--- src/rtl/hdmi_video_timing_ctrl.sv ---
// hdmi_video_timing_ctrl: HDMI sync/DE/pixel-request generator with shadowed timing applied on frame boundaries
module hdmi_video_timing_ctrl #(
  parameter int   CW       = 12,
  parameter int   H_ACTIVE = 1280,
  parameter int   H_FP     = 110,
  parameter int   H_SYNC   = 40,
  parameter int   H_BP     = 220,
  parameter int   V_ACTIVE = 720,
  parameter int   V_FP     = 5,
  parameter int   V_SYNC   = 5,
  parameter int   V_BP     = 20,
  parameter logic HS_POL   = 1'b1,
  parameter logic VS_POL   = 1'b1
) (
  input  logic          clk,
  input  logic          rst,
  input  logic          en,
  input  logic          cfg_wr,
  input  logic [2:0]    cfg_addr,
  input  logic [CW-1:0] cfg_data,
  input  logic          cfg_commit,
  output logic          cfg_pending,
  output logic          cfg_done,
  output logic          cfg_err,
  output logic          pix_req,
  output logic [CW-1:0] pix_x,
  output logic [CW-1:0] pix_y,
  output logic          video_hs,
  output logic          video_vs,
  output logic          video_de,
  output logic          frame_start
);
  localparam int XW = CW + 2;
  // register map: 0..3 = h active/fp/sync/bp, 4..7 = v active/fp/sync/bp
  localparam logic [CW-1:0] P_INIT [8] = '{CW'(H_ACTIVE), CW'(H_FP), CW'(H_SYNC), CW'(H_BP),
                                           CW'(V_ACTIVE), CW'(V_FP), CW'(V_SYNC), CW'(V_BP)};
  typedef enum logic [1:0] {IDLE, RUN, DRAIN} state_t;
  state_t        r_state, w_next;
  logic [CW-1:0] r_act [8];
  logic [CW-1:0] r_shd [8];
  logic [CW-1:0] r_h, r_v;
  logic          r_pending, r_err, r_de, r_hs, r_vs, r_fs;
  logic [XW-1:0] w_ht, w_vt, w_sht, w_svt, w_ha0, w_ha1, w_va0, w_va1;
  logic          w_run, w_h_end, w_fend, w_apply, w_ok, w_hin, w_vin;
  assign w_ht  = XW'(r_act[0]) + XW'(r_act[1]) + XW'(r_act[2]) + XW'(r_act[3]);
  assign w_vt  = XW'(r_act[4]) + XW'(r_act[5]) + XW'(r_act[6]) + XW'(r_act[7]);
  assign w_sht = XW'(r_shd[0]) + XW'(r_shd[1]) + XW'(r_shd[2]) + XW'(r_shd[3]);
  assign w_svt = XW'(r_shd[4]) + XW'(r_shd[5]) + XW'(r_shd[6]) + XW'(r_shd[7]);
  assign w_ha0 = XW'(r_act[2]) + XW'(r_act[3]);
  assign w_ha1 = w_ha0 + XW'(r_act[0]);
  assign w_va0 = XW'(r_act[6]) + XW'(r_act[7]);
  assign w_va1 = w_va0 + XW'(r_act[4]);
  assign w_ok  = |r_shd[0] && |r_shd[4] && |r_shd[2] && |r_shd[6] &&
                 w_sht[XW-1:CW] == '0 && w_svt[XW-1:CW] == '0;
  assign w_run   = r_state != IDLE;
  assign w_h_end = XW'(r_h) == w_ht - XW'(1);
  assign w_fend  = w_h_end && XW'(r_v) == w_vt - XW'(1);
  // outside a frame there is nothing to disturb, so IDLE applies a staged set at once
  assign w_apply = r_pending && (!w_run || w_fend);
  assign w_hin   = XW'(r_h) >= w_ha0 && XW'(r_h) < w_ha1;
  assign w_vin   = XW'(r_v) >= w_va0 && XW'(r_v) < w_va1;
  assign pix_req = w_run && w_hin && w_vin;
  assign pix_x   = pix_req ? r_h - w_ha0[CW-1:0] : '0;
  assign pix_y   = pix_req ? r_v - w_va0[CW-1:0] : '0;
  assign cfg_pending = r_pending;
  assign cfg_done    = w_apply;
  assign cfg_err     = r_err;
  assign video_de    = r_de;
  assign video_hs    = r_hs;
  assign video_vs    = r_vs;
  assign frame_start = r_fs;
  always_comb begin
    w_next = r_state;
    w_next = r_state == IDLE ? (en ? RUN : IDLE) :
             r_state == RUN  ? (en ? RUN : DRAIN) :
             (en ? RUN : w_fend ? IDLE : DRAIN);
  end
  always_ff @(posedge clk or posedge rst) begin
    if (rst) r_state <= IDLE;
    else     r_state <= w_next;
  end
  always_ff @(posedge clk or posedge rst) begin
    if (rst) begin
      r_h       <= '0;
      r_v       <= '0;
      r_act     <= P_INIT;
      r_shd     <= P_INIT;
      r_pending <= 1'b0;
      r_err     <= 1'b0;
      r_de      <= 1'b0;
      r_hs      <= !HS_POL;
      r_vs      <= !VS_POL;
      r_fs      <= 1'b0;
    end else begin
      r_h <= (!w_run || w_h_end) ? '0 : r_h + CW'(1);
      r_v <= (!w_run || w_fend) ? '0 : w_h_end ? r_v + CW'(1) : r_v;
      if (w_apply) r_act <= r_shd;
      if (cfg_wr) r_shd[cfg_addr] <= cfg_data;
      r_pending <= (cfg_commit && w_ok) || (r_pending && !w_apply);
      r_err     <= cfg_commit && !w_ok;
      r_de      <= pix_req;
      r_hs      <= (w_run && r_h < r_act[2]) ? HS_POL : !HS_POL;
      r_vs      <= (w_run && r_v < r_act[6]) ? VS_POL : !VS_POL;
      r_fs      <= pix_req && pix_x == '0 && pix_y == '0;
    end
  end
endmodule

--- config.mk ---
export PLATFORM = sky130hd
export DESIGN_NAME = hdmi_video_timing_ctrl
export DESIGN_NICKNAME = d
export VERILOG_FILES = /design/src/rtl/hdmi_video_timing_ctrl.sv
export SDC_FILE = /design/constraint.sdc
export NUM_CORES = 1
export LEC_CHECK = 0
export BUFFER_PORTS_ARGS = -buffer_cell sky130_fd_sc_hd__buf_4
export CAP_MARGIN = 20
export CORE_UTILIZATION = 50
export CTS_BUF_LIST = sky130_fd_sc_hd__clkbuf_8
export CTS_CLUSTER_SIZE = 16
export DETAILED_ROUTE_END_ITERATION = 12
export PLACE_DENSITY = 0.66
export SYNTH_ARGS = -nofsm -noshare
export SYNTH_HDL_FRONTEND = slang
export SYNTH_SLANG_ARGS = --single-unit
export TNS_END_PERCENT = 20
--- constraint.sdc ---
create_clock -name clk -period 8.97 [get_ports clk]
set_input_delay 0.4485 -clock clk [delete_from_list [all_inputs] [get_ports clk]]
set_output_delay 0.4485 -clock clk [all_outputs]
set_load 0.005 [all_outputs]
* After elaboration in Yosys (flattened, before gate mapping)
Cells that the tools add are included.
** Storage, ports and cells
- Register bits :: 224
- Latch bits :: 0
- Memory bits (writable) :: 0
- Memory bits (read-only) :: 0
- Input port bits :: 20
- Output and inout bits :: 32
- Word-level logic and storage cells :: 111
- Memories :: 0
** Cells by class
- $add $sub $neg :: 22
- $mul :: 0
- Divide/modulo/power cells :: 0
- Order comparisons :: 8
- Equal/unequal tests :: 3
- Shift operators :: 0
- Mux-type cells :: 16
- Bitwise gates (word level) :: 1
- Reductions and logical operators :: 36
** Operators with widths (count)
- bitwise mux 96 bit :: 1
- adder 13 x 12 -> 14 bit :: 6
- adder 12 x 12 -> 13 bit :: 6
- 2-to-1 mux 12 bit :: 6
- adder 14 x 12 -> 14 bit :: 4
- OR reduction 12 bit :: 4
- demux 12 bit (select 3 bit) :: 1
- equality test 12 x 14 -> 1 bit :: 2
- less-than comparator 12 x 14 -> 1 bit :: 2
- subtractor 14 x 1 -> 14 bit (second input constant) :: 2
- greater-or-equal comparator 12 x 13 -> 1 bit :: 2
- adder 12 x 1 -> 12 bit (second input constant) :: 2
- zero test 12 bit :: 2
- less-than comparator 12 bit :: 2
- subtractor 12 bit :: 2
- logical AND 1 bit :: 19
- 2-to-1 mux 2 bit :: 5
- zero test 2 bit :: 3
- greater-or-equal comparator 4 bit (second input constant) :: 1
- less-than comparator 4 x 1 -> 1 bit (second input constant) :: 1
- inverter 3 -> 4 bit :: 1
- nonzero test 2 bit :: 2
- zero test 1 bit :: 3
- logical OR 1 bit :: 3
- other kinds (2) :: 4

* Longest topological paths before layout
- Depth in word-level cells :: 11
- Gate-level depth with buffers :: 25
- Mapped depth without buffers :: 24

* Worst setup path before layout
OpenSTA, ideal clock, no wires.
- Path kind :: register to output
- Start :: register r_act[48] in the netlist's numbering
- End :: output pix_x[3]
- Data arrival time :: 4.715 ns
- Data required time :: 8.522 ns
- Path slack :: 3.807 ns
- Cell stages (with the launch flop) :: 22
- Path buffers :: 1
- Cell sequence :: dfrtp_1 ha_1 fa_1 a21o_1 a221o_1 o41ai_1 xnor2_1 ha_1 a21oi_1 o22ai_1 a211o_1 a21oi_1 xor2_1 ha_1 o21a_1 nor2_1 or4_1 nor3_1 o21ai_0 nand4_1 clkbuf_1 nor3_1
** Between the ends
- Longest elaborated chain between the ends :: 7
- Elaborated cells between the ends (all ways) :: 9
- Classes of those cells :: add/sub (3); order compare (2); mux (1); reduce/logical (3)
** RTL lines
- start: declaration :: RTL line 39 : logic [CW-1:0] r_act [8];
- start signal: assignment :: RTL line 97 : if (w_apply) r_act <= r_shd;
- adder 12 x 12 -> 13 bit * :: RTL line 49 : assign w_ha0 = XW'(r_act[2]) + XW'(r_act[3]);
- adder 13 x 12 -> 14 bit :: RTL line 50 : assign w_ha1 = w_ha0 + XW'(r_act[0]);
- less-than comparator 12 x 14 -> 1 bit :: RTL line 60 : assign w_hin = XW'(r_h) >= w_ha0 && XW'(r_h) < w_ha1;
- logical AND 1 bit :: RTL line 60
- logical AND 1 bit (2 in series) :: RTL line 62 : assign pix_req = w_run && w_hin && w_vin;
- 2-to-1 mux 12 bit * :: RTL line 63 : assign pix_x = pix_req ? r_h - w_ha0[CW-1:0] : '0;
- end: declaration :: RTL line 26 : output logic [CW-1:0] pix_x,
Mark *: on every way between the ends. The rest lies on a longest branch, timed or not.

* Worst setup path after layout
- Start :: register r_act[60] in the netlist's numbering
- End :: output pix_x[3]
The elaborated chain is that of the path after synthesis.

==> flow_metrics.tcl <==
set metrics [dict create \
    grt_max_degree 98 \
    clk_pin_slew_ns 0.06 \
    start_util_pct 50.7 \
    numPortBuffers 51 \
    ir_drop_v 0.000133 \
    hold_viol_final 0 \
    fin_ws_ns 1.91 \
    startpoint_type "flip-flop" \
    hold_path_end "cfg_pending" \
    cp.required_ns 8.52 \
    grt_usage_pct 28.4 \
    switching_power_mw 1.65 \
    die_area_um2 41200 \
    synth-edff-count 0 \
    finalSetupViolations 0 \
    arrival_ns 6.61 \
    num_vias 17065 \
    yosys_warnings 0 \
    ctsHtreeMaxLevel 2 \
    synth_area_um2 20200 \
    cap_violations 0 \
    core-area_um2 39800 \
    grt_pass1_wl_um 92000 \
    post_cts_resized 0 \
    path_class "flip-flop to output port" \
    die_w_um 203 \
    ff2ff_path_depth 18 \
    drc 0 \
    grt_antenna_before_repair 0 \
    yosysMostFrequentCell "nand3_1" \
    synth-seq-cells 224 \
    first_global_vias 16368 \
    cp_cell_sequence "ha_1 -> fa_1 -> a21o_1 -> a221o_1 -> o41ai_1 -> xnor2_1 -> ha_1 -> a21oi_1 -> o22ai_1 -> a211o_1 -> a21oi_1 -> xor2_1 -> ha_1 -> o21a_1 -> nor2_1 -> or4_1 -> nor3_1 -> o21ai_0 -> nand4_1 -> nor3_1 -> buf_4" \
    ys_types 77 \
    leakage_nw 9.32 \
    slew_headroom_pct 24.5 \
    drtAntennaViolNets 0 \
    dp_slack_ns 2.64 \
    ctsLongestPathBuffers 3 \
    cp_common_cell "ha_1" \
    r2r_slack_ns 2.89 \
    p_int_mw 2.58 \
    sw_frac_of_total_pct 39.0 \
    synthTopCellsByArea "dfrtp_1, ha_1, fa_1" \
    cts_sinks 224 \
    root_buffer "clkbuf_8" \
    end_kind "output port" \
    hp-start "cfg_commit" \
    worstSkewPairLatency_ns 0.61 \
    crit_path_max_fanout 26 \
    combPwrFrac_pct 43.7 \
    routabilityCongestion 0.959 \
    holdPathStages 2 \
    ios 52 \
    synth_area_leader_cell "dfrtp_1" \
    synth.avg_cell_area_um2 9.51 \
    drt-total-wl_um 58100 \
    antenna-diode-count 0 \
    syn2layout_area_growth_pct 8.24 \
    slowest_delay_ns 0.81 \
    nNetsFinal 2438 \
    clkPwrFrac_pct 24.6 \
    max_freq_ghz 0.142 \
    synth_nets 2437 \
    first_pass_iters 8 \
    gr-total-overflow 0 \
    drtIter0Drc 1448 \
    drive_gt1_share_pct 13.8 \
    die_y_um 203 \
    slew_viol_final 0 \
    syn_inst 2122 \
    synth_ff_type "dfrtp_1" \
    worst_pin_slew_ns 1.13 \
    reg2reg_from "r_act[13]" \
    rsz0062_at_grt "false" \
    num_rows 73 \
    synth_commonest_cells "nand3_1, ha_1, dfrtp_1" \
    async_flop_share_pct 100 \
    dp_hpwl_um 42300 \
    fin_skew_ns 0.0424 \
    ys_seq_area_share_pct 28.1 \
    r2r-end "r_act[50]" \
    fin_crit_sh_pct 78.7 \
    hp-class "input port to flip-flop" \
    seqPwrFrac_pct 31.7 \
    status "finished, final reports clean" \
    cts_made_buffers 42 \
    period_minus_slack_ns 7.06 \
    yosysTopAreaCellShare_pct 21.8 \
    vias_per_cell 6.36 \
    cp_slowest_cell "nand4_1" \
    powerDensity_nw_per_um2 194 \
    fin_tns_setup_ns 0 \
    tritoncts "yes" \
    wl_per_cell_um 21.7 \
]
==> cell usage in the layout, fill, tap and decap left out, types with 50 or more instances in the layout <==
cell type	n
clkbuf_8	53
a31oi_1	112
inv_1	183
nand2_1	50
ha_1	197
nor2_1	67
nand3_1	211
dfrtp_1	175
mux2_2	95
buf_4	67
and2_1	96
a21oi_1	74
xnor2_1	66
a22o_1	96
fa_1	98
==> worst max path at each step <==
stage / from / endpoint / slack (ns) / cells past startpoint
6_report: r_act[60] / pix_x[3] / 1.91 / 21
5_1_grt: r_act[60] / pix_y[3] / 1.40 / 21
4_1_cts: r_act[60] / pix_x[3] / 1.94 / 21
3_5_place_dp: r_act[60] / pix_x[3] / 2.64 / 21
3_3_place_gp: r_act[0] / pix_x[3] / 2.87 / 20
2_1_floorplan: rst / cfg_err / 2.47 / 1
==> stage by stage <==
step	area (um^2)	total power [mW]	std cells	hold slack, ns	utilization [%]
2_1_floorplan	20200	2.69	2122	0.448	-
3_3_place_gp	20900	3.12	2600	0.491	52.5
3_5_place_dp	20900	3.19	2601	0.509	52.6
4_1_cts	21800	4.25	2681	0.0915	54.8
5_1_grt	21900	4.55	2682	0.108	54.9
6_report	21900	4.24	2682	0.113	54.9
==> critical path: cells and delay by family, from the launching register on <==
family | cells | cell delay (ns)
AOI/OAI and AO/OA | 9 | 2.11
and+or+nand+nor | 5 | 1.57
adders and majority gates | 4 | 1.29
DFF | 1 | 0.43
xor gates and xnor gates | 2 | 0.41
buffers and inverters | 1 | 0.17
==> power groups by stage <==
stage / combinational (mW) / clock (mW) / sequential (mW)
floorplan: 1.40 / 0 / 1.29
global placement: 1.77 / 0 / 1.35
detailed placement: 1.83 / 0 / 1.36
CTS: 1.85 / 1.06 / 1.34
global route: 2.08 / 1.10 / 1.37
finish: 1.85 / 1.04 / 1.34
==> cells by family (layout without fill, tap and decap cells) <==
logic type / count (synthesis) / after routing / share of synthesized area [%]
and+or+nand+nor: 579 / 579 / 15.4
xor gates and xnor gates: 97 / 97 / 4.21
muxes: 97 / 97 / 5.40
buffers and inverters: 282 / 317 / 5.42
DFF: 224 / 224 / 28.1
adders and majority gates: 295 / 295 / 21.9
AOI/OAI and AO/OA: 548 / 548 / 19.6
==> cell type report <==
class                      count  area, um^2
tap                          525         657
sequential                   224        5670
clock inverter                25         141
multi-input combinational   1616       13500
fill                        3637       18000
timing repair buffer          71         562
clock buffer                  53         729
inverter                     168         639
==> metal layers <==
metal	up-vias	routed length [um]	track usage (%)	part of all wire [%]
met3	87	4040	4.35	6.9
met5	-	0	0	0
li1	7824	-	-	-
met1	8549	27600	42.9	47
met4	0	1730	9.16	3.0
met2	605	24800	41.2	43
==> state kept, by name (all words and copies together), names as in the netlist <==
signal / count
r_act: 96
r_shd: 96
r_h: 12
r_v: 12
r_state: 2
cfg_err: 1
cfg_pending: 1
frame_start: 1
video_de: 1
video_hs: 1
video_vs: 1
==> repair_timing <==
item,4_1_cts,5_1_grt
hold buffers,2,0
setup buffers,0,0
hold endpoints to repair,12,0
Note: power is estimated with default switching activity, not from simulation.
